===== config.mk =====
export PLATFORM = sky130hd
export DESIGN_NAME = axis_fifo_bram_ctrl
export DESIGN_NICKNAME = d
export VERILOG_FILES = /design/src/rtl/axis_fifo_bram_ctrl.sv
export SDC_FILE = /design/constraint.sdc
export NUM_CORES = 1
export LEC_CHECK = 0
export BUFFER_PORTS_ARGS = -buffer_cell sky130_fd_sc_hd__buf_2
export CORE_MARGIN = 2
export CORE_UTILIZATION = 55
export DETAILED_ROUTE_END_ITERATION = 10
export HOLD_SLACK_MARGIN = 0.15
export PLACE_DENSITY = 0.84
export SYNTH_ARGS = -nofsm -noshare
export SYNTH_HDL_FRONTEND = slang
export SYNTH_SLANG_ARGS = --single-unit

===== constraint.sdc =====
create_clock -name clk -period 4.2 [get_ports clk]
set_clock_uncertainty 0.2 [all_clocks]
set_input_delay 0.84 -clock clk [delete_from_list [all_inputs] [get_ports clk]]
set_output_delay 0.84 -clock clk [all_outputs]
set_load 0.01 [all_outputs]

===== src/rtl/axis_fifo_bram_ctrl.sv =====
// AXI-Stream FIFO controller driving an external simple dual-port BRAM
// (1-cycle registered read), with a 2-entry output buffer hiding read latency.
module axis_fifo_bram_ctrl #(
    parameter int DATA_WIDTH    = 16,
    parameter int ADDRESS_WIDTH = 5
) (
    input  logic                       clk,
    input  logic                       reset,
    input  logic                       s_axis_tvalid,
    output logic                       s_axis_tready,
    input  logic [DATA_WIDTH-1:0]      s_axis_tdata,
    output logic                       m_axis_tvalid,
    input  logic                       m_axis_tready,
    output logic [DATA_WIDTH-1:0]      m_axis_tdata,
    output logic                       bram_wea,
    output logic [ADDRESS_WIDTH-1:0]   bram_addra,
    output logic [DATA_WIDTH-1:0]      bram_dina,
    output logic                       bram_reb,
    output logic [ADDRESS_WIDTH-1:0]   bram_addrb,
    input  logic [DATA_WIDTH-1:0]      bram_doutb,
    output logic [ADDRESS_WIDTH+1:0]   level
);
    localparam logic [ADDRESS_WIDTH:0]   DEPTH_C = ADDRESS_WIDTH'(1) << ADDRESS_WIDTH;
    localparam logic [ADDRESS_WIDTH:0]   CNT_ONE = 1;
    localparam logic [ADDRESS_WIDTH-1:0] PTR_ONE = 1;

    logic [ADDRESS_WIDTH-1:0] wr_ptr, rd_ptr;
    logic [ADDRESS_WIDTH:0]   ram_count, ram_count_next;
    logic                     inflight;
    logic [1:0]               out_cnt;
    logic [DATA_WIDTH-1:0]    head, skid;
    logic                     push, pop, issue;

    assign push = s_axis_tvalid & s_axis_tready;
    assign pop  = m_axis_tvalid & m_axis_tready;

    // Buffered + in-flight words minus this cycle's pop must leave room for one more.
    assign issue = !reset && (ram_count != '0) &&
                   (({1'b0, out_cnt} + {2'b0, inflight}) < (3'd2 + {2'b0, pop}));

    assign bram_wea      = push & !reset;
    assign bram_addra    = wr_ptr;
    assign bram_dina     = s_axis_tdata;
    assign bram_reb      = issue;
    assign bram_addrb    = rd_ptr;
    assign m_axis_tvalid = (out_cnt != 2'd0);
    assign m_axis_tdata  = head;

    always_comb begin
        ram_count_next = ram_count;
        if (push && !issue)
            ram_count_next = ram_count + CNT_ONE;
        else if (!push && issue)
            ram_count_next = ram_count - CNT_ONE;
    end

    always_ff @(posedge clk or posedge reset) begin
        if (reset) begin
            wr_ptr        <= '0;
            rd_ptr        <= '0;
            ram_count     <= '0;
            inflight      <= 1'b0;
            s_axis_tready <= 1'b0;
            level         <= '0;
        end else begin
            if (push)
                wr_ptr <= wr_ptr + PTR_ONE;
            if (issue)
                rd_ptr <= rd_ptr + PTR_ONE;
            ram_count     <= ram_count_next;
            inflight      <= issue;
            s_axis_tready <= (ram_count_next != DEPTH_C);
            level         <= level + {{(ADDRESS_WIDTH+1){1'b0}}, push}
                                   - {{(ADDRESS_WIDTH+1){1'b0}}, pop};
        end
    end

    // inflight means bram_doutb carries a word this cycle that must land in the buffer.
    always_ff @(posedge clk or posedge reset) begin
        if (reset) begin
            out_cnt <= 2'd0;
            head    <= '0;
            skid    <= '0;
        end else if (inflight && pop) begin
            if (out_cnt == 2'd2) begin
                head <= skid;
                skid <= bram_doutb;
            end else begin
                head <= bram_doutb;
            end
        end else if (inflight) begin
            if (out_cnt == 2'd0)
                head <= bram_doutb;
            else
                skid <= bram_doutb;
            out_cnt <= out_cnt + 2'd1;
        end else if (pop) begin
            head    <= skid;
            out_cnt <= out_cnt - 2'd1;
        end
    end
endmodule


; ---- Word-level counts from Yosys, hierarchy flattened
; Index checks and enable logic that the tools add are counted.
[op_classes]
addsub = 10
muxes = 13
reduce_logical = 17
n_lt_le_gt_ge = 1
n_eq_ne = 5
bitwise_logic = 4
[op_table]
columns = op, count
row1 = 2-to-1 mux 16 bit, 9
row2 = 2-to-1 mux 6 bit, 2
row3 = "adder 5 x 1 -> 5 bit, second input constant", 2
row4 = adder 7 x 1 -> 7 bit, 1
row5 = subtractor 7 x 1 -> 7 bit, 1
row6 = "adder 6 x 1 -> 6 bit, second input constant", 1
row7 = "inequality test 6 bit, second input constant", 1
row8 = nonzero test 2 bit, 3
row9 = nonzero test 6 bit, 1
row10 = "subtractor 6 x 1 -> 6 bit, second input constant", 1
row11 = logical AND 1 bit, 5
row12 = 2-to-1 mux 2 bit, 2
row13 = AND reduction 2 bit, 2
row14 = adder 2 x 1 -> 3 bit, 1
row15 = "adder 2 x 1 -> 3 bit, first input constant", 1
row16 = AND 1 bit, 3
row17 = zero test 1 bit, 3
row18 = < comparator 3 bit, 1
row19 = "inequality test 3 x 1 -> 1 bit, second input constant", 1
row20 = AND reduction 3 bit, 1
row21 = nonzero test 3 bit, 1
row22 = "adder 2 x 1 -> 2 bit, second input constant", 1
row23 = "== test 2 bit, second input constant", 1
row24 = zero test 2 bit, 1
row25 = 4 further kinds, 4
[totals]
ff_bits = 59
inputBits = 36

; ---- Logic depth before layout (Yosys ltp)
[logic_depth]
word_depth = 9
ltp_mapped = 12

; ---- Worst setup path after synthesis
; OpenSTA, ideal clock, no wires.
[synth_path]
path_kind = input-to-reg
from = in s_axis_tvalid
to = reg level[6]
path_buffers = 1
path_stages = 12
path_slack_ns = 1.122
arrival_time_ns = 2.798
setup_time_ns = 0.080
path_cell_list = and2_1 -> buf_2 -> inv_2 -> ha_1 -> inv_1 -> ha_1 -> fa_1 -> a21o_1 -> a21oi_1 -> o21bai_1 -> a21oi_1 -> xnor2_1
[synth_between]
elab_chain_len = 3
[synth_rtl]
columns = element, line
row1 = start: declaration, 9  ; input logic s_axis_tvalid,
row2 = AND 1 bit, 34  ; assign push = s_axis_tvalid & s_axis_tready;
row3 = adder 7 x 1 -> 7 bit, 73  ; level <= level + {{(ADDRESS_WIDTH+1){1'b0}}, push}
row4 = subtractor 7 x 1 -> 7 bit, 74  ; - {{(ADDRESS_WIDTH+1){1'b0}}, pop};
row5 = end signal: assignment, 73
row6 = end: declaration, 21  ; output logic [ADDRESS_WIDTH+1:0] level
; No other way between the ends.
; A chain may end at the register's enable or synchronous reset.

; ---- Worst setup path after layout
; Ends and elaborated chain as after synthesis.

==> results.txt <==
----------------------------------------------------
[Power]
  Pwr/cell area ... 879.8 mW/mm²
  Static leakage power ... about 1.7 nW
  Worst IR Drop VDD ... about 0.00042 V
  PnR Total Power ... 2.997 mW

[Synth]
  Post-synth design cell area ... 0.002975 mm²
  Count of unique library cells instantiated by Yosys ... 39
  Number of warnings reported in the yosys synthesis log ... 0
  Cells after Synth ... approximately 270
  Count of state elements after synthesis ... a little under 60
  Post-synthesis sequential area ratio ... 49.62%
  Mean instance size in the synthesized netlist ... approximately 11 µm²
  Syn nets ... approximately 320

[Floorplanning]
  Floorplan row count ... 26
  Starting utilization of the core area ... 57.52%
  Io pins ... 89
  Area of the die ... 0.006014 mm²
  Die span in y ... 77.55 µm
  Die Width ... 77.55 µm
  Std-Cell Core Area ... between 0.005 and 0.006 mm²

[Finish]
  Layout area overhead ... 14.47%
  Filler instances ... 411
  Most common cell after layout, fill and taps aside ... dfrtp_1
  Multi-input combinational cell area ... 0.001295 mm²
  Final #Nets ... 364
  Commonest non-fill, non-tap cells in the layout ... dfrtp_1 (59), buf_2 (56), nand2_1 (32)
  Fraction of final layout cells with drive strength greater than 1 ... 31.96%
  Area taken by flip-flops and latches ... ~0.0015 mm²
  Number of inserted diodes ... 0

[Clocking]
  Clock transition time at the flip-flop clock pins of the worst setup and hold paths ... around 0.060 ns
  Cts-stage hold buffer count ... 0
  TritonCTS Sinks ... 59
  Clock insertion delay at the later pin of the skew report ... roughly 0.32 ns
  Count of buffers added by post-CTS timing repair for setup ... 0
  Post-cts repair resize count ... 0
  CTS tree ... built
  Number of buffers created by CTS ... 9
  Buffer cell driving the clock tree root ... clkbuf_8
  Maximum level of the CTS H-tree ... 3
  Clk buf depth ... 2

[Placement]
  Post-detailed-placement half-perimeter wirelength ... 3.833 mm
  Buffers on Ports ... 56
  Weighted congestion reported at the end of routability-driven placement ... approximately 0.83

[Worst setup path]
  Worst reg-to-reg path cell count ... 11
  Crit path arrival time ... 3.17 ns
  Critical path cell sequence ... buf_2 -> and2_1 -> inv_2 -> ha_1 -> inv_1 -> ha_1 -> fa_1 -> a21o_1 -> a21oi_1 -> o21bai_1 -> a21oi_1 -> xnor2_1
  Critical path fanouts, max ... 10
  Critical path capture point type ... flop
  Slowest library cell on the worst path ... fa_1
  Critical path required time ... 4.25 ns
  Element type at the critical path start ... primary input
  Largest stage delay on the critical path ... between 0.4 and 0.5 ns
  CP Class ... primary input to flop

[Drt]
  Via total after detailed routing ... 1990
  DR iter-0 viols ... 97
  Mean routed wirelength per cell ... 13.63 µm
  Mean number of vias per cell ... 5.155
  Count of unresolved DRC violations after routing ... 0
  Number of optimization iterations in the first detailed-route pass ... 4
  Total Routed Length ... 5.262 mm
  Remaining number of nets flagged by the antenna check after routing ... 0

[Worst hold path]
  Hold-critical path depth ... 1
  Path type of the worst min-delay path ... flop to flop

[Timing]
  Worst slack on hold paths ... 0.2681 ns
  Transition at the pin with the smallest max-transition slack ... 1.157 ns
  Number of failing hold endpoints at the final stage ... 0
  Final number of setup-violating endpoints ... 0
  Max Transition Viols Final ... 0
  Setup repair after global routing missed its margin ... false
  Share of the clock period used by the worst path ... 74.30%
  Shortest period the worst path allows ... approximately 3.1 ns
  Upper clock frequency limit ... approximately 0.32 GHz
  Aggregate negative setup slack ... 0 ns
  Relative slew margins ... between 20% and 30%

[Run]
  Max capacitance violation total ... 0

[Global routing]
  Number of antenna violations at the first check in global routing ... 0
  Final global-route overflow total ... 0
  Pin count of the biggest net entering global routing ... 33
  First-pass GRT wire length ... just under 9 mm
  GRT Total Usage ... 18.84%
  Number of global-route vias before repair ... 1965

[Run status]
  Status ... complete, no violations

----------------------------------------------------
synthesized netlist by cell type (all sizes together):
cell,instances,area share (%)
a211o,1,0.29
a211oi,1,0.42
a21o,3,0.76
a21oi,8,1.3
a31o,1,0.29
and2,1,0.21
and4,1,0.34
buf,20,4.8
clkbuf,4,0.50
dfrtp,59,50
fa,1,0.67
ha,15,6.3
inv,16,2.0
mux2,16,6.1
mux2i,16,5.4
mux4,1,0.76
nand2,33,4.2
nand2b,1,0.21
nand3,2,0.34
nand4,5,1.1
nor2,4,0.50
nor3,2,0.34
nor4,2,0.63
o211ai,1,0.25
o21a,1,0.25
o21ai,21,3.5
o21bai,3,0.76
o22ai,1,0.21
o2bb2ai,1,0.29
o32ai,1,0.29
or3,1,0.21
or4b,1,0.34
xnor2,17,5.0
xor2,6,1.8
routing by layer:
metal	up-vias	routed length, µm	global-route usage [%]
li1	992	-	-
met1	940	2465	23.80
met2	46	2478	29.74
met3	12	214	4.419
met4	0	104	10.89
met5	-	0	0
state kept, by name (all words and copies together) (netlist names):
register / flops
m_axis_tdata: 16
skid: 16
level: 7
ram_count: 6
bram_addra: 5
bram_addrb: 5
out_cnt: 2
inflight: 1
s_axis_tready: 1
report_power, final:
group	internal, mW	switching [mW]	total (mW)
logic	0.677	0.715	1.39
registers	0.873	0.232	1.10
clock network	0.285	0.216	0.500
total	1.83	1.16	3.00
worst max-delay path: cells and delay by family:
kind | cells | cell delay (ns)
compound gates | 4 | 0.67
xor+xnor | 1 | 0.13
fa+ha+maj | 3 | 0.92
buf+inv | 3 | 0.26
simple gates | 1 | 0.34
cell families after synthesis:
| group | synth area share (%) |
|---|---|
| adders and majority gates | 6.981 |
| buffers and inverters | 7.317 |
| muxes | 12.19 |
| DFF | 49.62 |
| AOI/OAI and AO/OA | 8.705 |
| xor gates and xnor gates | 6.770 |
| and+or+nand+nor | 8.411 |
final cells by class:
class                   instances  share of cell area [%]
clock buffers                  10                   4.041
repair buffers                 58                   8.670
multi-input cells             168                   38.02
inverters                      16                   1.763
well taps                      70                   2.572
flip-flops and latches         59                   43.35
clock inverters                 5                   1.580
per-stage QoR:
stage	std cells	util [%]	area (µm²)	setup WS (ns)
3_5_place_dp	371	62.14	3214	0.7648
6_report	386	65.84	3406	1.079
4_1_cts	386	65.84	3406	1.100
2_1_floorplan	267	-	2975	1.122
3_3_place_gp	371	62.14	3214	0.8728
5_1_grt	386	65.84	3406	0.9619
final timing paths:
kind,end,slack (ns),start
min in group asynchronous,bram_addra[1],0.40,reset
hold / removal,bram_addra[4],0.27,bram_addra[4]
hold reg to reg,bram_addra[4],0.27,bram_addra[4]
max in group asynchronous,bram_addrb[1],2.59,reset
setup / recovery,level[6],1.08,s_axis_tvalid
setup reg to reg,level[6],1.32,out_cnt[0]
No activity file was read; power rests on OpenSTA's default activity.
